[src/rtl/pipe_arbiter_pkg.sv]
// Shared constants and helpers for the pipe_arbiter slice.
//   ARB_OPEN / ARB_LOCK : arbiter FSM state encodings
//   idx_width()         : requester index width, never narrower than 1 bit
//   next_idx()          : round-robin successor of an index, modulo n
package pipe_arbiter_pkg;

    localparam logic [0:0] ARB_OPEN = 1'b0;
    localparam logic [0:0] ARB_LOCK = 1'b1;

    function automatic int unsigned idx_width(input int unsigned n);
        return (n > 1) ? $clog2(n) : 1;
    endfunction

    function automatic int unsigned next_idx(input int unsigned idx, input int unsigned n);
        return (idx + 1) % n;
    endfunction

endpackage

[src/rtl/pipe_arbiter_if.sv]
// Bundle of the arbiter's upstream (per-requester) and downstream stream signals.
//   data_in/last_in/valid_in : per-requester beat, driven by requesters
//   ready_in                 : per-requester accept, driven by the arbiter
//   data_out/last_out/src_out/valid_out : registered merged stream
//   ready_out                : downstream accept
// master = requesters + downstream sink, slave = arbiter.
interface pipe_arbiter_if #(
    parameter type         T     = logic [31:0],
    parameter int unsigned N_REQ = 4
);
    import pipe_arbiter_pkg::*;

    localparam int unsigned IDX_W = idx_width(N_REQ);

    T                 data_in [N_REQ];
    logic [N_REQ-1:0] last_in;
    logic [N_REQ-1:0] valid_in;
    logic [N_REQ-1:0] ready_in;
    T                 data_out;
    logic             last_out;
    logic [IDX_W-1:0] src_out;
    logic             valid_out;
    logic             ready_out;

    modport master (
        output data_in, last_in, valid_in, ready_out,
        input  ready_in, data_out, last_out, src_out, valid_out
    );

    modport slave (
        input  data_in, last_in, valid_in, ready_out,
        output ready_in, data_out, last_out, src_out, valid_out
    );

endinterface

[src/rtl/pipe_arbiter_rr_pick.sv]
// Combinational round-robin picker: first set bit of req scanning from ptr upward, wrapping.
//   req   : request vector
//   ptr   : index with highest priority this cycle
//   found : any request set
//   idx   : chosen index (0 when found=0)
module rr_pick
    import pipe_arbiter_pkg::*;
#(
    parameter  int unsigned N_REQ = 4,
    localparam int unsigned IDX_W = idx_width(N_REQ)
) (
    input  logic [N_REQ-1:0] req,
    input  logic [IDX_W-1:0] ptr,
    output logic             found,
    output logic [IDX_W-1:0] idx
);

    int unsigned pos;

    always_comb begin
        found = 1'b0;
        idx   = '0;
        pos   = 0;
        for (int unsigned i = 0; i < N_REQ; i++) begin
            pos = (32'(ptr) + i) % N_REQ;
            if (!found && req[IDX_W'(pos)]) begin
                found = 1'b1;
                idx   = IDX_W'(pos);
            end
        end
    end

endmodule

[src/rtl/pipe_arbiter.sv]
// Round-robin arbiter merging N_REQ valid/ready requesters into one registered stream.
// Multi-beat packets keep the grant until the beat carrying last; each beat is tagged
// with its source index.
//   clk_i   : clock
//   rst_i   : synchronous active-high reset
//   flush_i : drop the held output beat and release any packet lock
//   bus     : pipe_arbiter_if slave (upstream requesters + downstream sink)
module pipe_arbiter
    import pipe_arbiter_pkg::*;
#(
    parameter type         T     = logic [31:0],
    parameter int unsigned N_REQ = 4
) (
    input  logic         clk_i,
    input  logic         rst_i,
    input  logic         flush_i,
    pipe_arbiter_if.slave bus
);

    localparam int unsigned IDX_W = idx_width(N_REQ);

    logic [0:0]       state_q,  state_d;
    logic [IDX_W-1:0] owner_q,  owner_d;
    logic [IDX_W-1:0] rr_ptr_q, rr_ptr_d;
    T                 data_q,   data_d;
    logic             last_q,   last_d;
    logic [IDX_W-1:0] src_q,    src_d;
    logic             valid_q,  valid_d;

    logic             load_en;
    logic             accept;
    logic             pick_found;
    logic [IDX_W-1:0] pick_idx;
    logic [IDX_W-1:0] grant_idx;
    logic [N_REQ-1:0] ready_c;

    rr_pick #(.N_REQ(N_REQ)) u_rr_pick (
        .req   (bus.valid_in),
        .ptr   (rr_ptr_q),
        .found (pick_found),
        .idx   (pick_idx)
    );

    // Grant selection, ready generation and next-state for FSM and output register.
    always_comb begin
        state_d   = state_q;
        owner_d   = owner_q;
        rr_ptr_d  = rr_ptr_q;
        data_d    = data_q;
        last_d    = last_q;
        src_d     = src_q;
        valid_d   = valid_q;
        ready_c   = '0;
        accept    = 1'b0;
        grant_idx = pick_idx;

        // Reset gating keeps ready_in low during the reset cycle.
        load_en = !rst_i && !flush_i && (!valid_q || bus.ready_out);

        case (state_q)
            ARB_LOCK: begin
                // Owner sees ready whether or not it is valid; nobody else is eligible.
                grant_idx          = owner_q;
                ready_c[owner_q]   = load_en;
                accept             = load_en && bus.valid_in[owner_q];
            end
            default: begin
                grant_idx          = pick_idx;
                ready_c[pick_idx]  = load_en && pick_found;
                accept             = load_en && pick_found;
            end
        endcase

        if (accept) begin
            data_d  = bus.data_in[grant_idx];
            last_d  = bus.last_in[grant_idx];
            src_d   = grant_idx;
            valid_d = 1'b1;
            if (state_q == ARB_OPEN) begin
                rr_ptr_d = IDX_W'(next_idx(32'(grant_idx), N_REQ));
                if (!bus.last_in[grant_idx]) begin
                    state_d = ARB_LOCK;
                    owner_d = grant_idx;
                end
            end else if (bus.last_in[grant_idx]) begin
                state_d = ARB_OPEN;
            end
        end else if (load_en) begin
            valid_d = 1'b0;
        end

        // Flush empties the output stage and reopens arbitration; rr_ptr is kept.
        if (flush_i) begin
            valid_d = 1'b0;
            state_d = ARB_OPEN;
        end
    end

    // State, pointer and output registers.
    always_ff @(posedge clk_i) begin
        if (rst_i) begin
            state_q  <= ARB_OPEN;
            owner_q  <= '0;
            rr_ptr_q <= '0;
            data_q   <= '0;
            last_q   <= 1'b0;
            src_q    <= '0;
            valid_q  <= 1'b0;
        end else begin
            state_q  <= state_d;
            owner_q  <= owner_d;
            rr_ptr_q <= rr_ptr_d;
            data_q   <= data_d;
            last_q   <= last_d;
            src_q    <= src_d;
            valid_q  <= valid_d;
        end
    end

    assign bus.ready_in  = ready_c;
    assign bus.data_out  = data_q;
    assign bus.last_out  = last_q;
    assign bus.src_out   = src_q;
    assign bus.valid_out = valid_q;

endmodule
[src/flat_wrapper.sv]
// flat-port wrapper written by rule: the top's interface ports become plain ports
module pipe_arbiter_flat import pipe_arbiter_pkg::*;
#(
    parameter type         T     = logic [31:0],
    parameter int unsigned N_REQ = 4
)
  (clk_i, rst_i, flush_i, bus_data_in, bus_last_in, bus_valid_in, bus_ready_out, bus_ready_in, bus_data_out, bus_last_out, bus_src_out, bus_valid_out);
  pipe_arbiter_if #(.T(T), .N_REQ(N_REQ)) bus_i ();
  input  logic clk_i;
  input  logic rst_i;
  input  logic flush_i;
  input wire logic [$bits(bus_i.data_in)-1:0] bus_data_in;
  input wire logic [$bits(bus_i.last_in)-1:0] bus_last_in;
  input wire logic [$bits(bus_i.valid_in)-1:0] bus_valid_in;
  input wire logic [$bits(bus_i.ready_out)-1:0] bus_ready_out;
  output wire logic [$bits(bus_i.ready_in)-1:0] bus_ready_in;
  output wire logic [$bits(bus_i.data_out)-1:0] bus_data_out;
  output wire logic [$bits(bus_i.last_out)-1:0] bus_last_out;
  output wire logic [$bits(bus_i.src_out)-1:0] bus_src_out;
  output wire logic [$bits(bus_i.valid_out)-1:0] bus_valid_out;
  assign bus_i.data_in = {>>{bus_data_in}};
  assign bus_i.last_in = bus_last_in;
  assign bus_i.valid_in = bus_valid_in;
  assign bus_i.ready_out = bus_ready_out;
  assign bus_ready_in = bus_i.ready_in;
  assign bus_data_out = bus_i.data_out;
  assign bus_last_out = bus_i.last_out;
  assign bus_src_out = bus_i.src_out;
  assign bus_valid_out = bus_i.valid_out;
  pipe_arbiter #(.T(T), .N_REQ(N_REQ)) u_core (.clk_i(clk_i), .rst_i(rst_i), .flush_i(flush_i), .bus(bus_i));
endmodule
[config.mk]
export PLATFORM = sky130hd
export DESIGN_NAME = pipe_arbiter_flat
export DESIGN_NICKNAME = d
export VERILOG_FILES = /design/src/rtl/pipe_arbiter_pkg.sv /design/src/rtl/pipe_arbiter_if.sv /design/src/rtl/pipe_arbiter_rr_pick.sv /design/src/rtl/pipe_arbiter.sv /design/src/flat_wrapper.sv
export SDC_FILE = /design/constraint.sdc
export NUM_CORES = 1
export LEC_CHECK = 0
export CAP_MARGIN = 20
export CORE_MARGIN = 3
export CORE_UTILIZATION = 36
export DETAILED_ROUTE_END_ITERATION = 12
export PLACE_DENSITY_LB_ADDON = 0.2
export SYNTH_ARGS = -nofsm -noshare
export SYNTH_HDL_FRONTEND = slang
export SYNTH_HIERARCHICAL = 1
export SYNTH_SLANG_ARGS = --single-unit
[constraint.sdc]
create_clock -name clk_i -period 3.7 [get_ports clk_i]
set_clock_uncertainty 0.1 [all_clocks]
set_input_delay 1.11 -clock clk_i [delete_from_list [all_inputs] [get_ports clk_i]]
set_output_delay 1.11 -clock clk_i [all_outputs]
set_load 0.03 [all_outputs]
==> results.json, run 1 <==
{
  "final_antenna_net_count": 0,
  "grt_pass1_wl_mm": 14.3,
  "synth_commonest_cells": "a21oi_1, dfxtp_1, nand3_1",
  "synth_fa_ha_area_share_pct": 0,
  "async_reset_ff_share_pct": 0,
  "io_pins": 180,
  "synth_edf_count": 0,
  "final_layout_size_suffix_gt1_share_pct": 18.0,
  "pwr-share-seq_pct": 35.8,
  "htree_levels": 2,
  "power_density_mw_per_mm2": 291,
  "start_util_pct": 37.8,
  "num_antenna_cells": 0,
  "nets": 584,
  "synthMuxAreaShare_pct": 31.9,
  "detail_route.vias_per_cell": 5.40,
  "swShare_pct": 29.4,
  "synth_top_family_by_area": "multiplexers",
  "start_kind": "input port",
  "num_rows": 30,
  "cts.sinks": 41,
  "timing.slew.headroom_pct": 58.1,
  "synth_nets": 404,
  "hold_violations": 0,
  "grt_pass1_vias": 2994,
  "wire_per_inst_um": 16.9,
  "core_sq_mm": 0.00694,
  "syn-cell-area_sq_mm": 0.00263,
  "crit_type": "in -> out",
  "io_buffers": 179,
  "yosysSeqAreaShare_pct": 31.3,
  "drc": 0,
  "die_h_um": 91.4,
  "path_cells": "clkdlybuf4s50_1, nand2b_4, and3_1, nor2b_2, a22o_1, buf_4",
  "slowest_stage": "clkdlybuf4s50_1",
  "timing.final.crit_share_pct": 97.8,
  "drtIter0Drc": 97,
  "synth_largest_area_cell": "dfxtp_1",
  "synth_xor_area_share_pct": 0,
  "cts_tree": "done",
  "worstPathMaxFanout": 4,
  "max_freq_mhz": 276,
  "finalWirelength_mm": 9.14,
  "required_ns": 2.49,
  "area_delta_synth_final_pct": 80.5,
  "finalWeightedCongestion": 0.800,
  "vias": 2923,
  "grt_overflow": 0,
  "worst_slew_pin_slew_ns": 0.628,
  "clk_latency_ns": 0.29,
  "grt_usage_pct": 21.3,
  "holdWs_ns": 0.364,
  "p_clk_share_pct": 22.3,
  "grt_max_degree": 42,
  "ys_ff_latch": 41,
  "p_int_uw": 971,
  "outcome": "finished, final reports clean",
  "dr.pass1.iters": 4,
  "synth_area_leaders": "dfxtp_1, mux4_2, a21oi_1",
  "power.switching_uw": 405,
  "dp_hpwl_mm": 7.06,
  "cts_buffer_depth": 2,
  "cp_top_family": "buffers and inverters",
  "cap_violations": 0,
  "path_buf_inv": 2,
  "finalCriticalPeriod_ns": 3.62,
  "setup_viol": 0,
  "maxSlewViolCount": 0,
  "synth_top_area_share_pct": 31.3,
  "synth-compound-area-share_pct": 17.9,
  "cts_root_buf": "clkbuf_8",
  "end_kind": "output port",
  "synthFlopType": "dfxtp_1",
  "hold_class": "reg -> reg",
  "cts.clk_slew.worst_paths_ns": 0.08,
  "ys_types": 32,
  "cts_inserted_buffers": 5,
  "fp.dieArea_sq_mm": 0.00836,
  "place_area_sq_mm": 0.00454,
  "yosysWarningCount": 6,
  "antenna_found_initial": 1,
  "max_stage_delay_ns": 0.40,
  "pwr-share-comb_pct": 41.9,
  "rsz0062_at_grt": "no",
  "stdcell_area_sq_mm": 0.00474,
  "synth_area_per_cell_sq_um": 9.95,
  "critPathArrivalTime_ns": 2.41,
  "synth-simple-area-share_pct": 11.2,
  "p_leak_uw": 0.00169,
  "die_w_um": 91.4,
  "syn_inst": 264,
  "ir_worst_vdd_mv": 0.135
}
[area by class of cell]
| class | count | area (sq um) |
|---|---|---|
| sequential | 41 | 821 |
| clock inverter | 2 | 13.8 |
| timing repair buffer | 202 | 2020 |
| inverter | 11 | 41.3 |
| multi-input combinational | 183 | 1640 |
| tap | 96 | 120 |
| fill | 539 | 2200 |
| clock buffer | 6 | 82.6 |
[sequential cells by signal, indices dropped and copies added, names as in the netlist]
name                  flops
u_core/bus.data_out      32
u_core/state_q            1
u_core/owner_q            2
u_core/bus.src_out        2
u_core/rr_ptr_q           2
u_core/bus.last_out       1
u_core/bus.valid_out      1
[power groups by stage]
stage,logic (uW),registers [uW],clock network [uW]
final,578,493,306
after CTS,575,493,319
after global placement,555,501,0
after global routing,615,498,332
after floorplan,247,553,0
after detailed placement,562,502,0
[cell families (layout without fill, tap and decap cells)]
| logic type | count (synthesis) | after routing |
|---|---|---|
| flip-flops | 41 | 41 |
| AO/OA/AOI/OAI | 87 | 87 |
| AND/OR/NAND/NOR | 57 | 57 |
| buffers and inverters | 40 | 221 |
| multiplexers | 39 | 39 |
[cells in the final DEF (no fill, tap or decap), types with 2 or more instances in the layout]
cell type	count
a211oi_1	2
a21oi_1	39
a21oi_2	2
a22o_1	2
a311oi_1	3
buf_12	5
buf_4	21
clkbuf_8	6
clkdlybuf4s50_1	169
dfxtp_1	41
dlygate4sd2_1	3
dlymetal6s2s_1	3
inv_1	9
inv_2	2
mux2i_1	2
mux4_2	34
nand2_1	7
nand3_1	35
nor2_1	2
nor3_1	2
o21ai_0	30
o21ai_1	5
o22ai_1	2
[worst paths after layout]
path / startpoint / to / slack, ns / cells after the start
setup / recovery: bus_ready_out / bus_ready_in[1] / 0.08 / 6
hold / removal: u_core/bus.data_out[1]$_SDFFE_PP0P_ / u_core/bus.data_out[1]$_SDFFE_PP0P_ / 0.36 / 2
setup reg to reg: u_core/rr_ptr_q[0]$_SDFFE_PP0P_ / u_core/bus.data_out[26]$_SDFFE_PP0P_ / 1.01 / 11
hold reg to reg: u_core/bus.data_out[1]$_SDFFE_PP0P_ / u_core/bus.data_out[1]$_SDFFE_PP0P_ / 0.36 / 2
[routing by layer]
metal	vias up	global-route usage, %	share of wire (%)
li1	1377	-	-
met1	1402	24.1	37
met2	125	39.3	54
met3	17	5.55	7.1
met4	2	5.53	1.5
met5	-	0	0.14
[tightest hold or removal path, stage by stage, from the launching register on]
cell and delay [ns]:
dfxtp_1 0.31, nand3_1 0.06, a21oi_1 0.05
[metrics by stage]
step | power, uW | TNS, ns | std cells | setup WS (ns) | util, %
2_1_floorplan | 801 | -0.171 | 264 | -0.0856 | -
3_3_place_gp | 1060 | -0.716 | 525 | -0.256 | 65.4
3_5_place_dp | 1060 | -2.24 | 525 | -0.311 | 65.4
4_1_cts | 1390 | 0 | 538 | 0.00500 | 67.6
5_1_grt | 1450 | 0 | 541 | 0.0223 | 68.3
6_report | 1380 | 0 | 541 | 0.0813 | 68.3
[what timing repair did]
item	in CTS	in global routing
hold buffers	0	0
setup endpoints to repair	4	4
gates resized for setup	11	6
setup buffers	5	3
pin swaps	3	2
No activity file was read; power rests on OpenSTA's default activity.
==> run 2, diff against run 1 <==
- CORE_UTILIZATION: 36 -> 39
- CTS_CLUSTER_DIAMETER: not set -> 50
- GPL_ROUTABILITY_DRIVEN: not set -> 0
- clock period: 3.7 -> 4.6 ns (I/O delays scaled with it)
==> run 2 against run 1 <==
Net effect: critical endpoint is now bus_ready_in[0]; count of clock-buffer cells in the layout rose by 1; hold slack about the same; register-to-register slack gained 0.99 ns; highest routed layer is now met4; sequential power shrank 20%.
==> results.json, run 2 (synthesis results as in run 1) <==
{
  "grt_pass1_vias": 2863,
  "met1_usage_pct": 26.4,
  "io_pins": 180,
  "required_ns": 3.12,
  "cts_resized": 0,
  "grt_usage_pct": 22.6,
  "tns_ns": 0,
  "drc": 0,
  "final_common_cell": "clkdlybuf4s50_1",
  "critPathArrivalTime_ns": 3.00,
  "utilization_pct": 70.7,
  "cap_violations": 0,
  "dr.pass1.iters": 4,
  "worst_slew_pin_slew_ns": 0.837,
  "htree_levels": 2,
  "setup_viol": 0,
  "busiest_layer": "met2",
  "cts_tree": "done",
  "nets": 571,
  "mostFrequentLayoutCells": "clkdlybuf4s50_1, a21oi_1, dfxtp_1",
  "antenna_found_initial": 0,
  "rsz0062_at_grt": "no",
  "cts.clk_slew.worst_paths_ns": 0.08,
  "grt_pass1_wl_mm": 13.6,
  "num_antenna_cells": 0,
  "nFillCells": 507,
  "ir_worst_vdd_mv": 0.122,
  "multiInputGateArea_sq_mm": 0.00160,
  "cts_buffer_depth": 2,
  "power_density_mw_per_mm2": 241,
  "vias": 2876,
  "num_rows": 29,
  "io_buffers": 179,
  "hold_violations": 0,
  "outcome": "finished, final reports clean",
  "max_freq_mhz": 223,
  "max_stage_delay_ns": 0.48,
  "cts.sinks": 41,
  "drtIter0Drc": 125,
  "fp.dieArea_sq_mm": 0.00775,
  "start_util_pct": 40.9,
  "cts_inserted_buffers": 5,
  "area_delta_synth_final_pct": 72.8,
  "maxSlewViolCount": 0,
  "core_sq_mm": 0.00642,
  "cts_setup_buffers": 0,
  "stdcell_area_sq_mm": 0.00454,
  "clk_latency_ns": 0.30,
  "largest_reg_flops": 32,
  "end_kind": "output port",
  "path_cells": "clkdlybuf4s50_1, a21oi_1, o21ai_0, a21oi_1, nor2_1, a22o_1, buf_4",
  "final_layout_size_suffix_gt1_share_pct": 13.9,
  "place_area_sq_mm": 0.00444,
  "wire_per_inst_um": 17.9,
  "cts_root_buf": "clkbuf_8",
  "die_h_um": 88.1,
  "use_met3_pct": 6.02,
  "ctsHoldBuffers": 0,
  "crit_type": "in -> out",
  "regArea_sq_um": 821,
  "grt_overflow": 0,
  "dp_hpwl_mm": 7.06,
  "worstPathMaxFanout": 5,
  "finalCriticalPeriod_ns": 4.48,
  "final_antenna_net_count": 0,
  "grt_max_degree": 42,
  "finalWirelength_mm": 9.11,
  "cp_common_cell": "a21oi_1",
  "timing.final.crit_share_pct": 97.5,
  "detail_route.vias_per_cell": 5.65,
  "die_w_um": 88.1,
  "timing.slew.headroom_pct": 44.0,
  "slowest_stage": "clkdlybuf4s50_1",
  "start_kind": "input port",
  "use_met2_pct": 40.0,
  "p_leak_uw": 0.00158,
  "hold_class": "reg -> reg"
}
[run 2: cell count changes in the layout (fill, tap and decap cells not counted), sizes merged]
cell	before	now
buf	27	15
clkdlybuf4s50	169	174
dlygate4sd2	3	0
clkinv	2	1
clkbuf	6	7
dlymetal6s2s	3	0
[run 2: worst max-delay path: cells and delay by family]
family | cells | cell delay (ns)
AO/OA/AOI/OAI | 4 | 0.85
buffers and inverters | 2 | 0.64
AND/OR/NAND/NOR | 1 | 0.13
[run 2: metal layers]
metal | up-vias | wire length [um]
met5 | - | 0
li1 | 1349 | -
met1 | 1391 | 3350
met3 | 17 | 657
met4 | 0 | 172
met2 | 119 | 4930
[run 2: through the flow]
step / total power [uW] / setup WS (ns) / std cells / hold WS, ns
floorplan: 644 / 0.274 / 264 / 0.369
global placement: 835 / 0.214 / 501 / 0.349
detailed placement: 843 / 0.156 / 501 / 0.355
CTS: 1110 / 0.156 / 509 / 0.365
global route: 1140 / 0.0298 / 509 / 0.381
finish: 1100 / 0.115 / 509 / 0.364
[run 2: cell type report]
class / count / share of cell area, %
Tap cell: 77 / 2.12
Multi-Input combinational cell: 183 / 35.3
Clock inverter: 1 / 0.110
Sequential cell: 41 / 18.1
Inverter: 11 / 0.910
Clock buffer: 7 / 2.12
Timing Repair Buffer: 189 / 41.3
[run 2: worst paths after layout]
| kind | slack (ns) | endpoint | cells past startpoint | start |
|---|---|---|---|---|
| setup reg to reg | 2.00 | u_core/bus.data_out[0]$_SDFFE_PP0P_ | 9 | u_core/rr_ptr_q[0]$_SDFFE_PP0P_ |
| setup / recovery | 0.12 | bus_ready_in[0] | 7 | bus_valid_in[0] |
| hold reg to reg | 0.36 | u_core/bus.data_out[15]$_SDFFE_PP0P_ | 2 | u_core/bus.data_out[15]$_SDFFE_PP0P_ |
| hold / removal | 0.36 | u_core/bus.data_out[15]$_SDFFE_PP0P_ | 2 | u_core/bus.data_out[15]$_SDFFE_PP0P_ |
[run 2: power by group]
group	total (uW)	internal [uW]	leakage (uW)	switching, uW
clock	262	136	0.0000542	127
combinational	437	261	0.00119	176
sequential	396	380	0.000335	16.5
